==> src/rtl/bus_pkg.sv <==
`default_nettype none
// ============================================================================
//  Module      : bus_pkg
//  Description : Shared bus widths, bus transaction type and the issue-FSM
//                state encoding for the response buffer.
//  Revision    : 1.0 - initial release
// ============================================================================
package bus_pkg;

    localparam int BUS_ADDR_W = 16;
    localparam int BUS_DATA_W = 16;

    // One bus transaction as seen on the core chain
    typedef struct packed {
        logic [BUS_ADDR_W-1:0] addr;
        logic [BUS_DATA_W-1:0] data;
        logic                  rw;
    } bus_xact_t;

    // Issue FSM: IDLE waits for a stored response and an idle downstream,
    // WAIT gives the downstream time to report busy after an issue.
    typedef enum logic [0:0] {
        IDLE = 1'b0,
        WAIT = 1'b1
    } issue_state_t;

endpackage : bus_pkg
`default_nettype wire

==> src/rtl/sync_fifo.sv <==
`default_nettype none
// ============================================================================
//  Module      : sync_fifo
//  Description : Generic synchronous FIFO with extra-bit read/write pointers,
//                head-of-queue read data and a registered occupancy count.
//  Revision    : 1.0 - initial release
// ============================================================================
module sync_fifo #(
    parameter int DEPTH = 16,
    parameter int WIDTH = 32
) (
    input  logic                     clk,
    input  logic                     rst_n,
    input  logic                     push,
    input  logic                     pop,
    input  logic [WIDTH-1:0]         din,
    output logic [WIDTH-1:0]         dout,
    output logic                     full,
    output logic                     empty,
    output logic [$clog2(DEPTH):0]   count
);

    localparam int               c_PTR_W = $clog2(DEPTH);
    localparam logic [c_PTR_W:0] c_ONE   = {{c_PTR_W{1'b0}}, 1'b1};

    logic [WIDTH-1:0] r_mem [DEPTH];
    logic [c_PTR_W:0] r_wr_ptr;
    logic [c_PTR_W:0] r_rd_ptr;
    logic [c_PTR_W:0] r_count;
    logic             w_empty;
    logic             w_full;
    logic             w_do_push;
    logic             w_do_pop;

    // Extra pointer MSB separates "same slot, same lap" (empty) from
    // "same slot, one lap apart" (full).
    assign w_empty = (r_wr_ptr == r_rd_ptr);
    assign w_full  = (r_wr_ptr[c_PTR_W] != r_rd_ptr[c_PTR_W]) &&
                     (r_wr_ptr[c_PTR_W-1:0] == r_rd_ptr[c_PTR_W-1:0]);

    // A pop frees a slot in the same cycle, so a full FIFO still accepts a push
    assign w_do_pop  = pop && !w_empty;
    assign w_do_push = push && (!w_full || w_do_pop);

    assign dout  = r_mem[r_rd_ptr[c_PTR_W-1:0]];
    assign full  = w_full;
    assign empty = w_empty;
    assign count = r_count;

    // Storage write; contents need no reset since pointers define validity
    always_ff @(posedge clk) begin
        if (w_do_push) begin
            r_mem[r_wr_ptr[c_PTR_W-1:0]] <= din;
        end
    end

    // Pointer and occupancy tracking
    always_ff @(posedge clk) begin
        if (!rst_n) begin
            r_wr_ptr <= '0;
            r_rd_ptr <= '0;
            r_count  <= '0;
        end else begin
            if (w_do_push) begin
                r_wr_ptr <= r_wr_ptr + c_ONE;
            end
            if (w_do_pop) begin
                r_rd_ptr <= r_rd_ptr + c_ONE;
            end
            case ({w_do_push, w_do_pop})
                2'b10:   r_count <= r_count + c_ONE;
                2'b01:   r_count <= r_count - c_ONE;
                default: r_count <= r_count;
            endcase
        end
    end

endmodule : sync_fifo
`default_nettype wire

==> src/rtl/bus_resp_fifo.sv <==
`default_nettype none
// ============================================================================
//  Module      : bus_resp_fifo
//  Description : Buffers read responses from the core chain and hands them to
//                bridge_tx one at a time, only while bridge_tx reports idle.
//                Flags responses dropped because the buffer was full.
//  Revision    : 1.0 - initial release
// ============================================================================
module bus_resp_fifo
    import bus_pkg::*;
#(
    parameter int DEPTH       = 16,
    parameter int ACK_TIMEOUT = 4
) (
    input  logic                    clk,
    input  logic                    rst_n,
    input  logic [BUS_ADDR_W-1:0]   addr_i,
    input  logic [BUS_DATA_W-1:0]   data_i,
    input  logic                    rw_i,
    input  logic                    valid_i,
    input  logic                    ready_i,
    input  logic                    clear_i,
    output logic [BUS_ADDR_W-1:0]   addr_o,
    output logic [BUS_DATA_W-1:0]   data_o,
    output logic                    rw_o,
    output logic                    valid_o,
    output logic [$clog2(DEPTH):0]  count_o,
    output logic                    overflow_o
);

    localparam int              c_PTR_W   = $clog2(DEPTH);
    localparam int              c_ENTRY_W = BUS_ADDR_W + BUS_DATA_W;
    localparam int              c_TMR_W   = $clog2(ACK_TIMEOUT + 1);
    localparam logic [c_TMR_W-1:0] c_TMR_LOAD = c_TMR_W'(ACK_TIMEOUT - 1);
    localparam logic [c_TMR_W-1:0] c_TMR_ONE  = c_TMR_W'(1);

    issue_state_t          r_state;
    bus_xact_t             r_issue;
    logic                  r_valid;
    logic                  r_overflow;
    logic [c_TMR_W-1:0]    r_timer;

    logic                  w_is_read;
    logic                  w_pop;
    logic                  w_push;
    logic                  w_full;
    logic                  w_empty;
    logic [c_ENTRY_W-1:0]  w_head;
    logic [c_PTR_W:0]      w_count;

    // Only read responses are buffered; bus writes and idle cycles pass by
    assign w_is_read = valid_i && !rw_i;

    // Issue (and therefore pop) only from IDLE with an idle downstream
    assign w_pop  = (r_state == IDLE) && !w_empty && ready_i;
    assign w_push = w_is_read && (!w_full || w_pop);

    sync_fifo #(
        .DEPTH (DEPTH),
        .WIDTH (c_ENTRY_W)
    ) u_fifo (
        .clk   (clk),
        .rst_n (rst_n),
        .push  (w_push),
        .pop   (w_pop),
        .din   ({addr_i, data_i}),
        .dout  (w_head),
        .full  (w_full),
        .empty (w_empty),
        .count (w_count)
    );

    // Issue FSM: registers the head entry as a one-cycle strobe, then waits
    // for downstream to go busy or for the acknowledge timeout to expire.
    always_ff @(posedge clk) begin
        if (!rst_n) begin
            r_state <= IDLE;
            r_issue <= '0;
            r_valid <= 1'b0;
            r_timer <= '0;
        end else begin
            case (r_state)
                IDLE: begin
                    r_valid <= 1'b0;
                    if (w_pop) begin
                        r_issue.addr <= w_head[c_ENTRY_W-1:BUS_DATA_W];
                        r_issue.data <= w_head[BUS_DATA_W-1:0];
                        r_issue.rw   <= 1'b0;
                        r_valid      <= 1'b1;
                        r_timer      <= c_TMR_LOAD;
                        r_state      <= WAIT;
                    end
                end
                WAIT: begin
                    r_valid <= 1'b0;
                    if (!ready_i) begin
                        r_state <= IDLE;
                    end else if (r_timer == '0) begin
                        r_state <= IDLE;
                    end else begin
                        r_timer <= r_timer - c_TMR_ONE;
                    end
                end
                default: begin
                    r_state <= IDLE;
                    r_valid <= 1'b0;
                end
            endcase
        end
    end

    // Sticky drop flag; a new drop takes priority over a clear in the same cycle
    always_ff @(posedge clk) begin
        if (!rst_n) begin
            r_overflow <= 1'b0;
        end else if (w_is_read && w_full && !w_pop) begin
            r_overflow <= 1'b1;
        end else if (clear_i) begin
            r_overflow <= 1'b0;
        end
    end

    assign addr_o     = r_issue.addr;
    assign data_o     = r_issue.data;
    assign rw_o       = r_issue.rw;
    assign valid_o    = r_valid;
    assign count_o    = w_count;
    assign overflow_o = r_overflow;

endmodule : bus_resp_fifo
`default_nettype wire

==> config.mk <==
export PLATFORM = sky130hd
export DESIGN_NAME = bus_resp_fifo
export DESIGN_NICKNAME = d
export VERILOG_FILES = /design/src/rtl/bus_pkg.sv /design/src/rtl/sync_fifo.sv /design/src/rtl/bus_resp_fifo.sv
export SDC_FILE = /design/constraint.sdc
export NUM_CORES = 1
export LEC_CHECK = 0
export CAP_MARGIN = 0
export CORE_ASPECT_RATIO = 1.5
export CORE_MARGIN = 1.5
export CORE_UTILIZATION = 25
export DETAILED_ROUTE_END_ITERATION = 8
export PLACE_DENSITY = 0.41
export SLEW_MARGIN = 30
export SYNTH_ARGS = -nofsm -noshare
export SYNTH_HDL_FRONTEND = slang
export SYNTH_SLANG_ARGS = --single-unit
==> constraint.sdc <==
create_clock -name clk -period 6.7 [get_ports clk]
set_clock_uncertainty 0.05 [all_clocks]
set_input_delay 1.675 -clock clk [delete_from_list [all_inputs] [get_ports clk]]
set_output_delay 1.675 -clock clk [all_outputs]
set_load 0.01 [all_outputs]
==> parameters.txt, run 1 <==
Parameter                              Value

Logic synthesis
  Netlist area before placement    between 20000 and 25000 um^2
  Post-synthesis area per instance    19.09 um^2
  Largest cells by area after synthesis    sky130_fd_sc_hd__edfxtp_1, sky130_fd_sc_hd__mux4_1, sky130_fd_sc_hd__dfxtp_1
  Post-synthesis instance total    1155
  Unique cell type count in the Yosys netlist    45
  Async set or reset register ratio after synthesis    0
  Syn nets    1204
  Yosys warnings    0
  Sequential fraction of the synthesis area    0.7456
  Post-synthesis sequential element count    between 500 and 600
  Main flop type after synthesis    sky130_fd_sc_hd__edfxtp_1
  EDFF count, synth    between 500 and 600
  Yosys top cell by area    sky130_fd_sc_hd__edfxtp_1
  Top cell type's share of synthesized area    0.6974

Global route
  Total gr overflow    0
  Total global routing track utilization    0.1257
  Number of antenna violations at the first check in global routing    1
  Pin count of the biggest net entering global routing    73
  Wire length of the first global-routing pass    81.72 mm
  Number of global-route vias before repair    about 11000

Pwr
  Flop pwr share    0.518
  Switching power    1748 uW
  Leak Pwr    roughly 0.0080 uW
  Net switching share of the total power    0.2284
  Maximum vdd ir drop    0.1968 mV
  Share of total power in the clock network    0.404
  Combinational power share    0.078
  Areal power density over the cells    a little under 300 nW/um^2
  Cell-internal power    around 6000 uW

Cells and area
  Post-synthesis to final-layout area growth    17.83%
  Non-filler cells, final    2432
  Number of nets in the final layout    about 1300
  Share of post-route cells with drive strength above 1    0.1869
  Fill cells    8647

STA
  Number of setup violations in the final report    0
  Period utilisation layout    0.6063
  Measured slew at the worst slew-check pin    0.9392 ns
  Post-Route Setup TNS    0 ns
  Setup slack of the critical path after layout    roughly 2.6 ns
  Worst relative slew slack    0.3724
  Setup repair after global routing missed its margin    false
  Count of final hold-check violations    0
  Number of pins exceeding their max-slew limit in the final report    0
  Achievable Freq    around 250 MHz
  Min Tclk post-route    around 4 ns

Drt
  Antenna Violating Nets Remaining    0
  Vias/cell    4.431
  Via count of the routed design    roughly 11000
  DRC violation count after routing    0
  Drt initial violations    690
  Total wire length    roughly 56 mm
  First-pass detailed-route iteration total    4
  Final routed wire length divided by cell count    about 23 um

Die
  Core area    approximately 88000 um^2
  Top-level I/O count    78
  Rows    133
  Initial Util    0.2519
  Die height    366.7 um
  Die boundary width    245.5 um
  Die ar.    90010 um^2

Hold path
  Hold/Removal Path Class    flop to flop

CTS
  Clock tree root buffer cell    sky130_fd_sc_hd__clkbuf_16
  H-Tree Depth    2
  Hold_buf cts    0
  TritonCTS sink count    565
  Number of instances resized during post-cts repair    0
  Reg clk slew, reported paths    0.06 ns
  Number of CTS-inserted buffers    54
  Max clock buf depth    3
  Post-CTS Setup Bufs    0
  Source-to-sink clock delay at the later pin of the worst-skew pair    ~0.63 ns
  TritonCTS clock tree    yes

Worst setup path
  Data arrival at the endpoint of the critical path    4.56 ns
  CP max stage delay    0.51 ns
  Worst EP required    7.20 ns
  Worst R2R Setup Slack    around 3 ns
  Library cell appearing most often on the critical path    sky130_fd_sc_hd__ha_1
  Cells along the critical path    clkdlybuf4s50_1, a21oi_1, a21oi_2, inv_1, ha_1, xor2_1, ha_1, o21a_1, o21ai_0, nand2b_1, a211oi_1, mux2i_1
  Category of the worst setup path launch point    input port
  Crit Path Category    input port to flop
  Maximum fanout along the worst path    9
  CP max stage cell    sky130_fd_sc_hd__clkdlybuf4s50_1
  Setup crit end kind    flop

Placed design
  Port bufs    76
  Post-placement setup slack    1.961 ns
  RePlAce Congestion    0.7030
  Detailed placer's ending HPWL    32.79 mm
  Placed insts    2331

Job
  Reported max-cap violation count    0

Run status
  Run status    finished clean
## worst max-delay path: cells and delay by family
family,cells,cell delay (ns)
mux,1,0.22
simple gates,1,0.08
fa+ha+maj,2,0.55
xor+xnor,1,0.18
buf+inv,2,0.64
compound gates,5,1.21
## cell type report
type / instances / area (um^2) / share of cell area
timing repair buffer: 104 / 993.5 / 0.03825
clock buffer: 76 / 1495 / 0.05756
sequential: 565 / 16450 / 0.6333
tap: 1147 / 1435 / 0.05525
multi-input combinational: 507 / 5298 / 0.2039
inverter: 9 / 33.78 / 0.001301
clock inverter: 23 / 266.5 / 0.01026
antenna: 1 / 2.502 / 0.00009634
## cell families (layout without fill, tap and decap cells)
family	after synthesis	in the layout	synth area share
xor+xnor	13	13	0.005165
other cells	1	2	0.0001701
simple gates	133	133	0.03224
fa+ha+maj	11	11	0.006243
flops	565	565	0.7456
buf+inv	83	212	0.01924
compound gates	181	181	0.04864
mux	168	168	0.1427
## power groups by stage
stage               Sequential [uW]  Combinational (uW)  Clock [uW]
floorplan                      4020                 316           0
global placement               4050                 606           0
detailed placement             4050                 611           0
CTS                            3970                 614        3190
global route                   3970                 653        3300
finish                         3970                 598        3090
## cell usage in the layout (no fill, tap or decap), types with 21 or more instances in the layout
master and n:
sky130_fd_sc_hd__edfxtp_1 512, sky130_fd_sc_hd__a211oi_1 33, sky130_fd_sc_hd__mux4_2 47, sky130_fd_sc_hd__o22ai_1 33, sky130_fd_sc_hd__mux4_1 49, sky130_fd_sc_hd__buf_4 26
sky130_fd_sc_hd__o21ai_0 36, sky130_fd_sc_hd__nor2b_1 34, sky130_fd_sc_hd__clkdlybuf4s50_1 75, sky130_fd_sc_hd__dfxtp_1 49, sky130_fd_sc_hd__a21oi_1 67, sky130_fd_sc_hd__clkbuf_16 55
sky130_fd_sc_hd__nand2_1 21, sky130_fd_sc_hd__mux2_2 64, sky130_fd_sc_hd__nor3_1 33
## through the flow
step	hold WS [ns]	utilization	cell area (um^2)	power, uW
after floorplan	0.4052	-	22040	4341
after global placement	0.4040	0.2761	24160	4652
after detailed placement	0.4190	0.2764	24200	4657
after CTS	0.4282	0.2965	25960	7773
after global routing	0.4507	0.2967	25970	7927
final	0.4248	0.2967	25970	7652
## worst paths after layout
| kind | startpoint | end | cells after the start |
|---|---|---|---|
| setup / recovery | ready_i | u_fifo.count[4]$_SDFFE_PN0P_ | 12 |
| hold / removal | u_fifo.count[4]$_SDFFE_PN0P_ | u_fifo.count[4]$_SDFFE_PN0P_ | 2 |
| setup reg to reg | u_fifo.r_rd_ptr[3]$_SDFFE_PN0P_ | u_fifo.count[4]$_SDFFE_PN0P_ | 12 |
| hold reg to reg | u_fifo.count[4]$_SDFFE_PN0P_ | u_fifo.count[4]$_SDFFE_PN0P_ | 2 |
## cells in the mapped netlist (2+ instances only)
library cell / n
sky130_fd_sc_hd__edfxtp_1: 512
sky130_fd_sc_hd__a21oi_1: 67
sky130_fd_sc_hd__mux2_2: 64
sky130_fd_sc_hd__dfxtp_1: 53
sky130_fd_sc_hd__mux4_1: 49
sky130_fd_sc_hd__mux4_2: 47
sky130_fd_sc_hd__clkbuf_1: 39
sky130_fd_sc_hd__nor3_1: 37
sky130_fd_sc_hd__o21ai_0: 36
sky130_fd_sc_hd__nor2b_1: 34
sky130_fd_sc_hd__a211oi_1: 33
sky130_fd_sc_hd__o22ai_1: 33
sky130_fd_sc_hd__nand2_1: 22
sky130_fd_sc_hd__buf_2: 17
sky130_fd_sc_hd__nand2b_1: 14
sky130_fd_sc_hd__nor2_1: 12
sky130_fd_sc_hd__ha_1: 11
sky130_fd_sc_hd__buf_6: 9
sky130_fd_sc_hd__inv_1: 8
sky130_fd_sc_hd__mux2i_1: 8
sky130_fd_sc_hd__xor2_1: 8
sky130_fd_sc_hd__buf_4: 6
sky130_fd_sc_hd__and2_1: 5
sky130_fd_sc_hd__xnor2_1: 5
sky130_fd_sc_hd__a21boi_0: 2
sky130_fd_sc_hd__buf_1: 2
sky130_fd_sc_hd__nand3_1: 2
sky130_fd_sc_hd__nand4_1: 2
sky130_fd_sc_hd__o21a_1: 2
## routing by layer
metal	GRT usage	wire, um
met1	0.1595	24450
met2	0.2190	28570
met3	0.02290	2209
met4	0.03209	1105
met5	0	13
## flip-flops by register name, summed over array words and instances, names as in the netlist
name             flops
r_state              1
addr_o              16
valid_o              1
r_timer              3
u_fifo.count         5
data_o              16
u_fifo.r_rd_ptr      5
u_fifo.r_mem       512
overflow_o           1
u_fifo.r_wr_ptr      5
Power figures use the tool's default switching activity.
==> run 2, diff against run 1 <==
--- a/config.mk
+++ b/config.mk
@@ -10,7 +10,7 @@
 export CORE_MARGIN = 1.5
 export CORE_UTILIZATION = 25
 export DETAILED_ROUTE_END_ITERATION = 8
-export PLACE_DENSITY = 0.41
+export PLACE_DENSITY = 0.43
 export SLEW_MARGIN = 30
 export SYNTH_ARGS = -nofsm -noshare
 export SYNTH_HDL_FRONTEND = slang
==> constraint.sdc (replaced) <==
create_clock -name clk -period 3.3 [get_ports clk]
set_clock_uncertainty 0.05 [all_clocks]
set_input_delay 0.825 -clock clk [delete_from_list [all_inputs] [get_ports clk]]
set_output_delay 0.825 -clock clk [all_outputs]
set_load 0.01 [all_outputs]
==> parameters.txt, run 2 (same netlist as run 1, synthesis figures left out) <==
Parameter                              Value

Run status
  Run status    finished clean

STA
  Number of setup violations in the final report    0 (unchanged)
  Measured slew at the worst slew-check pin    0.7504 ns (-0.1888 ns)
  Min Tclk post-route    between 2 and 3 ns
  Setup repair after global routing missed its margin    false
  Number of pins exceeding their max-slew limit in the final report    0 (unchanged)
  Count of final hold-check violations    0 (unchanged)
  Worst relative slew slack    0.4997 (+0.1274)
  Period utilisation layout    0.8754
  Achievable Freq    roughly 350 MHz

CTS
  Clock tree root buffer cell    sky130_fd_sc_hd__clkbuf_16
  TritonCTS sink count    565 (unchanged)
  Number of instances resized during post-cts repair    0 (unchanged)
  TritonCTS clock tree    yes
  Max clock buf depth    3 (unchanged)
  Hold_buf cts    0 (unchanged)
  Reg clk slew, reported paths    0.07 ns (about the same)
  Post-CTS Setup Bufs    0 (unchanged)
  H-Tree Depth    2 (unchanged)
  Number of CTS-inserted buffers    54 (unchanged)
  Source-to-sink clock delay at the later pin of the worst-skew pair    0.62 ns (about the same)

Pwr
  Cell-internal power    11640 uW (+97%)
  Share of total power in the clock network    0.388 (-0.016)
  Combinational power share    0.082 (+0.004)
  Switching power    3459 uW (+98%)
  Leak Pwr    0.008073 uW (+1.3%)
  Areal power density over the cells    574.6 nW/um^2 (+95%)
  Flop pwr share    0.530 (+0.012)
  Total Power    15100 uW (+97%)
  Net switching share of the total power    0.2290 (+0.0006026)
  Maximum vdd ir drop    0.3452 mV (+75%)

Drt
  Drt initial violations    611 (-11%)
  Via count of the routed design    10840 (+0.64%)
  Total wire length    53.96 mm (-4.2%)
  DRC violation count after routing    0 (unchanged)
  Vias/cell    4.405 (-0.59%)
  Final routed wire length divided by cell count    21.92 um (-5.4%)
  First-pass detailed-route iteration total    5 (+1)
  Antenna Violating Nets Remaining    0 (unchanged)

Worst setup path
  Worst R2R Setup Slack    0.41 ns (-2.55 ns)
  Critical register-to-register path startpoint    u_fifo.r_wr_ptr[1]$_SDFFE_PN0P_
  Destination of the worst register-to-register timing path    u_fifo.count[4]$_SDFFE_PN0P_
  Category of the worst setup path launch point    flop
  Number of cells on the worst reg-to-reg path    12 (unchanged)
  Data arrival at the endpoint of the critical path    3.38 ns (-1.18 ns)
  Critical Path End    u_fifo.count[4]$_SDFFE_PN0P_
  Worst EP required    3.79 ns (-3.41 ns)
  Maximum fanout along the worst path    6 (-3)
  Crit Path Category    flop to flop
  Critical path launch point    u_fifo.r_wr_ptr[1]$_SDFFE_PN0P_
  Setup crit end kind    flop

Global route
  Number of antenna violations at the first check in global routing    3 (+2)
  Total global routing track utilization    0.1194 (-0.006339)
  Total gr overflow    0 (unchanged)
  Wire length of the first global-routing pass    78.56 mm (-3.9%)
  Number of global-route vias before repair    11320 (+0.053%)
  Pin count of the biggest net entering global routing    113 (+55%)

Die
  Die ar.    90010 um^2 (unchanged)
  Initial Util    0.2519 (unchanged)
  Die boundary width    245.5 um (unchanged)
  Top-level I/O count    78 (unchanged)
  Core area    87530 um^2 (unchanged)
  Die height    366.7 um (unchanged)
  Rows    133 (unchanged)

Cells and area
  Antenna diode count    0 (-1)
  Share of post-route cells with drive strength above 1    0.2000 (+0.01308)
  Post-synthesis to final-layout area growth    19.22%
  Most used cells in the layout excluding fill and tap cells    sky130_fd_sc_hd__edfxtp_1, sky130_fd_sc_hd__clkdlybuf4s50_1, sky130_fd_sc_hd__a21oi_1, sky130_fd_sc_hd__mux2_2, sky130_fd_sc_hd__clkbuf_16
  Number of nets in the final layout    1320 (+2.3%)
  Fill cells    8653 (+0.069%)
  Layout Cell Area excl Fill    26280 um^2 (+1.2%)
  Most frequent standard cell in the layout excluding fill and tap cells    sky130_fd_sc_hd__edfxtp_1
  Max reg flops    512 (unchanged)

Job
  Reported max-cap violation count    0 (unchanged)

Placed design
  Detailed placer's ending HPWL    30.89 mm (-5.8%)
  Placed instance area    24660 um^2 (+1.9%)
  RePlAce Congestion    0.6953 (-1.1%)
  Port bufs    76 (unchanged)

Hold path
  Hold/Removal Path Class    flop to flop
## run 2: cell count changes in the layout (fill, tap and decap cells not counted), moves of 2 or more
cell,delta
sky130_fd_sc_hd__clkinv_1,+4
sky130_fd_sc_hd__clkbuf_1,+4
sky130_fd_sc_hd__buf_4,+13
sky130_fd_sc_hd__clkinv_2,+2
sky130_fd_sc_hd__nor3_4,+4
sky130_fd_sc_hd__clkbuf_8,-4
sky130_fd_sc_hd__buf_12,+19
sky130_fd_sc_hd__nor3_2,-4
sky130_fd_sc_hd__bufinv_16,-3
## run 2: layer usage
metal	GRT usage	vias to the layer above	share of wire
met3	0.02261	67	0.039
li1	-	4933	-
met1	0.1507	5680	0.44
met2	0.2079	158	0.51
met4	0.03115	6	0.018
met5	0	-	0.00063
## run 2: power groups by stage
stage	registers (uW)	logic, uW	clock network (uW)
after CTS	8000	1270	6080
after floorplan	8170	642	0
after global placement	8150	1260	0
after global routing	8010	1360	6300
after detailed placement	8160	1260	0
final	8000	1240	5860
## run 2: worst min-delay path by stage
stage                                       to  slack [ns]  cells after the start                            start
2_1_floorplan  u_fifo.r_wr_ptr[4]$_SDFFE_PN0P_        0.41                      2  u_fifo.r_wr_ptr[4]$_SDFFE_PN0P_
3_3_place_gp      u_fifo.count[4]$_SDFFE_PN0P_        0.41                      2     u_fifo.count[4]$_SDFFE_PN0P_
3_5_place_dp      u_fifo.count[4]$_SDFFE_PN0P_        0.42                      2     u_fifo.count[4]$_SDFFE_PN0P_
4_1_cts           u_fifo.count[4]$_SDFFE_PN0P_        0.43                      2     u_fifo.count[4]$_SDFFE_PN0P_
5_1_grt           u_fifo.count[4]$_SDFFE_PN0P_        0.45                      2     u_fifo.count[4]$_SDFFE_PN0P_
6_report          u_fifo.count[4]$_SDFFE_PN0P_        0.42                      2     u_fifo.count[4]$_SDFFE_PN0P_
## run 2: per-stage QoR
step / setup WS, ns / utilization / hold slack (ns) / TNS [ns] / instances
finish: 0.4112 / 0.3003 / 0.4225 / 0 / 2462
CTS: 0.3573 / 0.3003 / 0.4257 / 0 / 2462
floorplan: -0.01364 / - / 0.4052 / -0.4365 / 1155
global route: 0.1308 / 0.3003 / 0.4514 / 0 / 2462
detailed placement: 0.02786 / 0.2818 / 0.4167 / 0 / 2362
global placement: 0.04983 / 0.2818 / 0.4063 / 0 / 2362
## run 2: layout make-up
cell class              instances  area [um^2]  area share
clock buffers                  75         1430     0.05442
clock inverters                25        187.7    0.007141
inverters                       9        33.78    0.001285
multi-input cells             507         5318      0.2023
flip-flops and latches        565        16450      0.6259
well taps                    1147         1435     0.05461
repair buffers                134         1429     0.05437
## run 2: critical path, stage by stage, from the launching register on
cell                       delay [ns]
sky130_fd_sc_hd__dfxtp_1         0.37
sky130_fd_sc_hd__xor2_1          0.19
sky130_fd_sc_hd__nor4_2          0.50
sky130_fd_sc_hd__a21o_4          0.20
sky130_fd_sc_hd__inv_2           0.04
sky130_fd_sc_hd__ha_1            0.21
sky130_fd_sc_hd__xor2_1          0.15
sky130_fd_sc_hd__ha_1            0.21
sky130_fd_sc_hd__o21a_1          0.17
sky130_fd_sc_hd__o21ai_0         0.15
sky130_fd_sc_hd__nand2b_1        0.08
sky130_fd_sc_hd__a211oi_1        0.29
sky130_fd_sc_hd__mux2i_1         0.20
==> run 3, diff against run 2 <==
==> constraint.sdc (replaced) <==
create_clock -name clk -period 2.4 [get_ports clk]
set_clock_uncertainty 0.05 [all_clocks]
set_input_delay 0.6 -clock clk [delete_from_list [all_inputs] [get_ports clk]]
set_output_delay 0.6 -clock clk [all_outputs]
set_load 0.01 [all_outputs]
==> parameters.txt, run 3 (same netlist as run 1, synthesis figures left out) <==
Parameter                              Value

STA
  Measured slew at the worst slew-check pin    0.7291 ns (-0.02138 ns)
  Setup repair after global routing missed its margin    true
  Number of pins exceeding their max-slew limit in the final report    0 (unchanged)
  Count of final hold-check violations    0 (unchanged)
  Achievable Freq    397.3 MHz (+15%)
  Period utilisation layout    1.049 (+0.1734)
  Min Tclk post-route    2.517 ns (-0.3716 ns)
  Setup slack of the critical path after layout    -0.1173 ns (-0.5284 ns)
  Number of setup violations in the final report    2 (+2)
  Worst relative slew slack    0.5140 (+0.01425)

Drt
  DRC violation count after routing    0 (unchanged)
  Via count of the routed design    11060 (+2.0%)
  Vias/cell    4.402 (about the same)
  Antenna Violating Nets Remaining    0 (unchanged)
  Total wire length    55.11 mm (+2.1%)
  Drt initial violations    757 (+24%)
  Final routed wire length divided by cell count    21.94 um (about the same)
  First-pass detailed-route iteration total    5 (unchanged)

Global route
  Number of antenna violations at the first check in global routing    2 (-1)
  Wire length of the first global-routing pass    79.78 mm (+1.6%)
  Total gr overflow    0 (unchanged)
  Pin count of the biggest net entering global routing    111 (-1.8%)
  Global-route track usage on met3    0.01939 (-0.003219)
  Number of global-route vias before repair    11730 (+3.7%)
  Total global routing track utilization    0.1205 (+0.001138)
  Fraction of met2 tracks used by global routing    0.2136 (+0.005704)
  Met1 Resource Use GR    0.1511 (+0.0003671)
  Layer with the highest usage after global routing    met2

Worst setup path
  Cells along the critical path    xor2_1, nor4_2, buf_4, a21o_4, inv_4, ha_4, xor2_2, ha_2, o21a_1, o21ai_1, nand2b_1, a211oi_2, mux2i_1
  CP max stage cell    sky130_fd_sc_hd__dfxtp_4
  Crit Path Category    flop to flop
  Category of the worst setup path launch point    flop
  Worst EP required    2.89 ns (-0.90 ns)
  Data arrival at the endpoint of the critical path    3.01 ns (-0.37 ns)
  Maximum fanout along the worst path    3 (-3)
  CP max stage delay    0.35 ns (-0.15 ns)
  Setup crit end kind    flop

Pwr
  Areal power density over the cells    791.8 nW/um^2 (+38%)
  Cell-internal power    16800 uW (+44%)
  Flop pwr share    0.508 (-0.022)
  Net switching share of the total power    0.2244 (-0.004604)
  Leak Pwr    0.008563 uW (+6.1%)
  Switching power    4863 uW (+41%)
  Total Power    21670 uW (+43%)
  Combinational power share    0.092 (+0.010)
  Maximum vdd ir drop    0.4581 mV (+33%)
  Share of total power in the clock network    0.400 (+0.012)

Cells and area
  Most frequent standard cell in the layout excluding fill and tap cells    sky130_fd_sc_hd__edfxtp_1
  Share of post-route cells with drive strength above 1    0.2571 (+0.05714)
  Max reg flops    512 (unchanged)
  Fill cells    8516 (-1.6%)
  Post-synthesis to final-layout area growth    24.13%
  Most used cells in the layout excluding fill and tap cells    sky130_fd_sc_hd__edfxtp_1, sky130_fd_sc_hd__clkdlybuf4s50_1, sky130_fd_sc_hd__mux2_2, sky130_fd_sc_hd__a21oi_1, sky130_fd_sc_hd__clkbuf_16
  Antenna diode count    0 (unchanged)
  Number of nets in the final layout    1372 (+3.9%)
  Util after Layout    0.3126 (+0.01236)

CTS
  Clock tree root buffer cell    sky130_fd_sc_hd__clkbuf_16
  Reg clk slew, reported paths    0.07 ns (about the same)
  Max clock buf depth    3 (unchanged)
  Number of CTS-inserted buffers    53 (-1.9%)
  Source-to-sink clock delay at the later pin of the worst-skew pair    0.61 ns (about the same)
  TritonCTS clock tree    yes
  TritonCTS sink count    565 (unchanged)
  Hold_buf cts    0 (unchanged)
  H-Tree Depth    2 (unchanged)

Placed design
  Post-placement setup slack    -0.5050 ns (-0.5328 ns)
  Port bufs    76 (unchanged)
  Detailed placer's ending HPWL    32.12 mm (+4.0%)
  RePlAce Congestion    0.6975 (+0.32%)

Die
  Core area    87530 um^2 (unchanged)
  Die ar.    90010 um^2 (unchanged)
  Initial Util    0.2519 (unchanged)
  Die height    366.7 um (unchanged)
  Rows    133 (unchanged)
  Top-level I/O count    78 (unchanged)
  Die boundary width    245.5 um (unchanged)

Job
  Reported max-cap violation count    0 (unchanged)

Run status
  Run status    finished, violations left
  Violations in the final reports    setup timing

Hold path
  Hold/Removal Path Class    flop to flop
[run 3: metal layers]
metal  part of all wire  wire [um]
met1               0.43      23670
met2               0.52      28550
met3              0.034       1878
met4              0.018        999
met5            0.00015          8
[run 3: area by class of cell]
class / instances / area, um^2 / share of cell area
Sequential cell: 565 / 16450 / 0.6012
Multi-Input combinational cell: 507 / 5398 / 0.1973
Timing Repair Buffer: 187 / 2263 / 0.08272
Clock buffer: 71 / 1518 / 0.05546
Tap cell: 1147 / 1435 / 0.05245
Clock inverter: 26 / 262.8 / 0.009602
Inverter: 9 / 36.28 / 0.001326
[run 3: path summary, 6_finish.rpt]
kind                              startpoint                      endpoint  slack (ns)  cells past startpoint
max          u_fifo.r_rd_ptr[0]$_SDFFE_PN0P_  u_fifo.count[4]$_SDFFE_PN0P_       -0.12                     13
min             u_fifo.count[4]$_SDFFE_PN0P_  u_fifo.count[4]$_SDFFE_PN0P_        0.43                      2
max reg2reg  u_fifo.r_rd_ptr[0]$_SDFFE_PN0P_  u_fifo.count[4]$_SDFFE_PN0P_       -0.12                     13
min reg2reg     u_fifo.count[4]$_SDFFE_PN0P_  u_fifo.count[4]$_SDFFE_PN0P_        0.43                      2
[run 3: critical path: cells and delay by family, from the launching register on]
| kind | cells | cell delay [ns] |
|---|---|---|
| AOI/OAI and AO/OA | 4 | 0.62 |
| and+or+nand+nor | 2 | 0.39 |
| DFF | 1 | 0.35 |
| adders and majority gates | 2 | 0.33 |
| xor gates and xnor gates | 2 | 0.28 |
| buffers and inverters | 2 | 0.22 |
| muxes | 1 | 0.21 |
[run 3: timing repair]
item / in CTS / in global routing
gates cloned: 1 / 5
endpoints found under the setup margin: 12 / 58
pin swaps: 1 / 4
setup buffers: 1 / 4
gates resized for setup: 14 / 14
hold endpoints to repair: 0 / 0
[run 3: power groups by stage]
stage | Sequential [uW] | Combinational (uW) | Clock, uW
after floorplan | 11200 | 903 | 0
after detailed placement | 11200 | 1960 | 0
final | 11000 | 2000 | 8670
after global placement | 11200 | 1950 | 0
after global routing | 11000 | 2180 | 9300
after CTS | 11000 | 2000 | 8950
[run 3: per-stage QoR]
stage | hold slack (ns) | TNS [ns] | instances | cell area (um^2)
floorplan | 0.4052 | -29.89 | 1155 | 22220
global placement | 0.4116 | -94.66 | 2404 | 25240
detailed placement | 0.4293 | -93.70 | 2404 | 25240
CTS | 0.4093 | -0.3064 | 2503 | 27110
global route | 0.4385 | -1.343 | 2512 | 27360
finish | 0.4313 | -0.1980 | 2512 | 27360
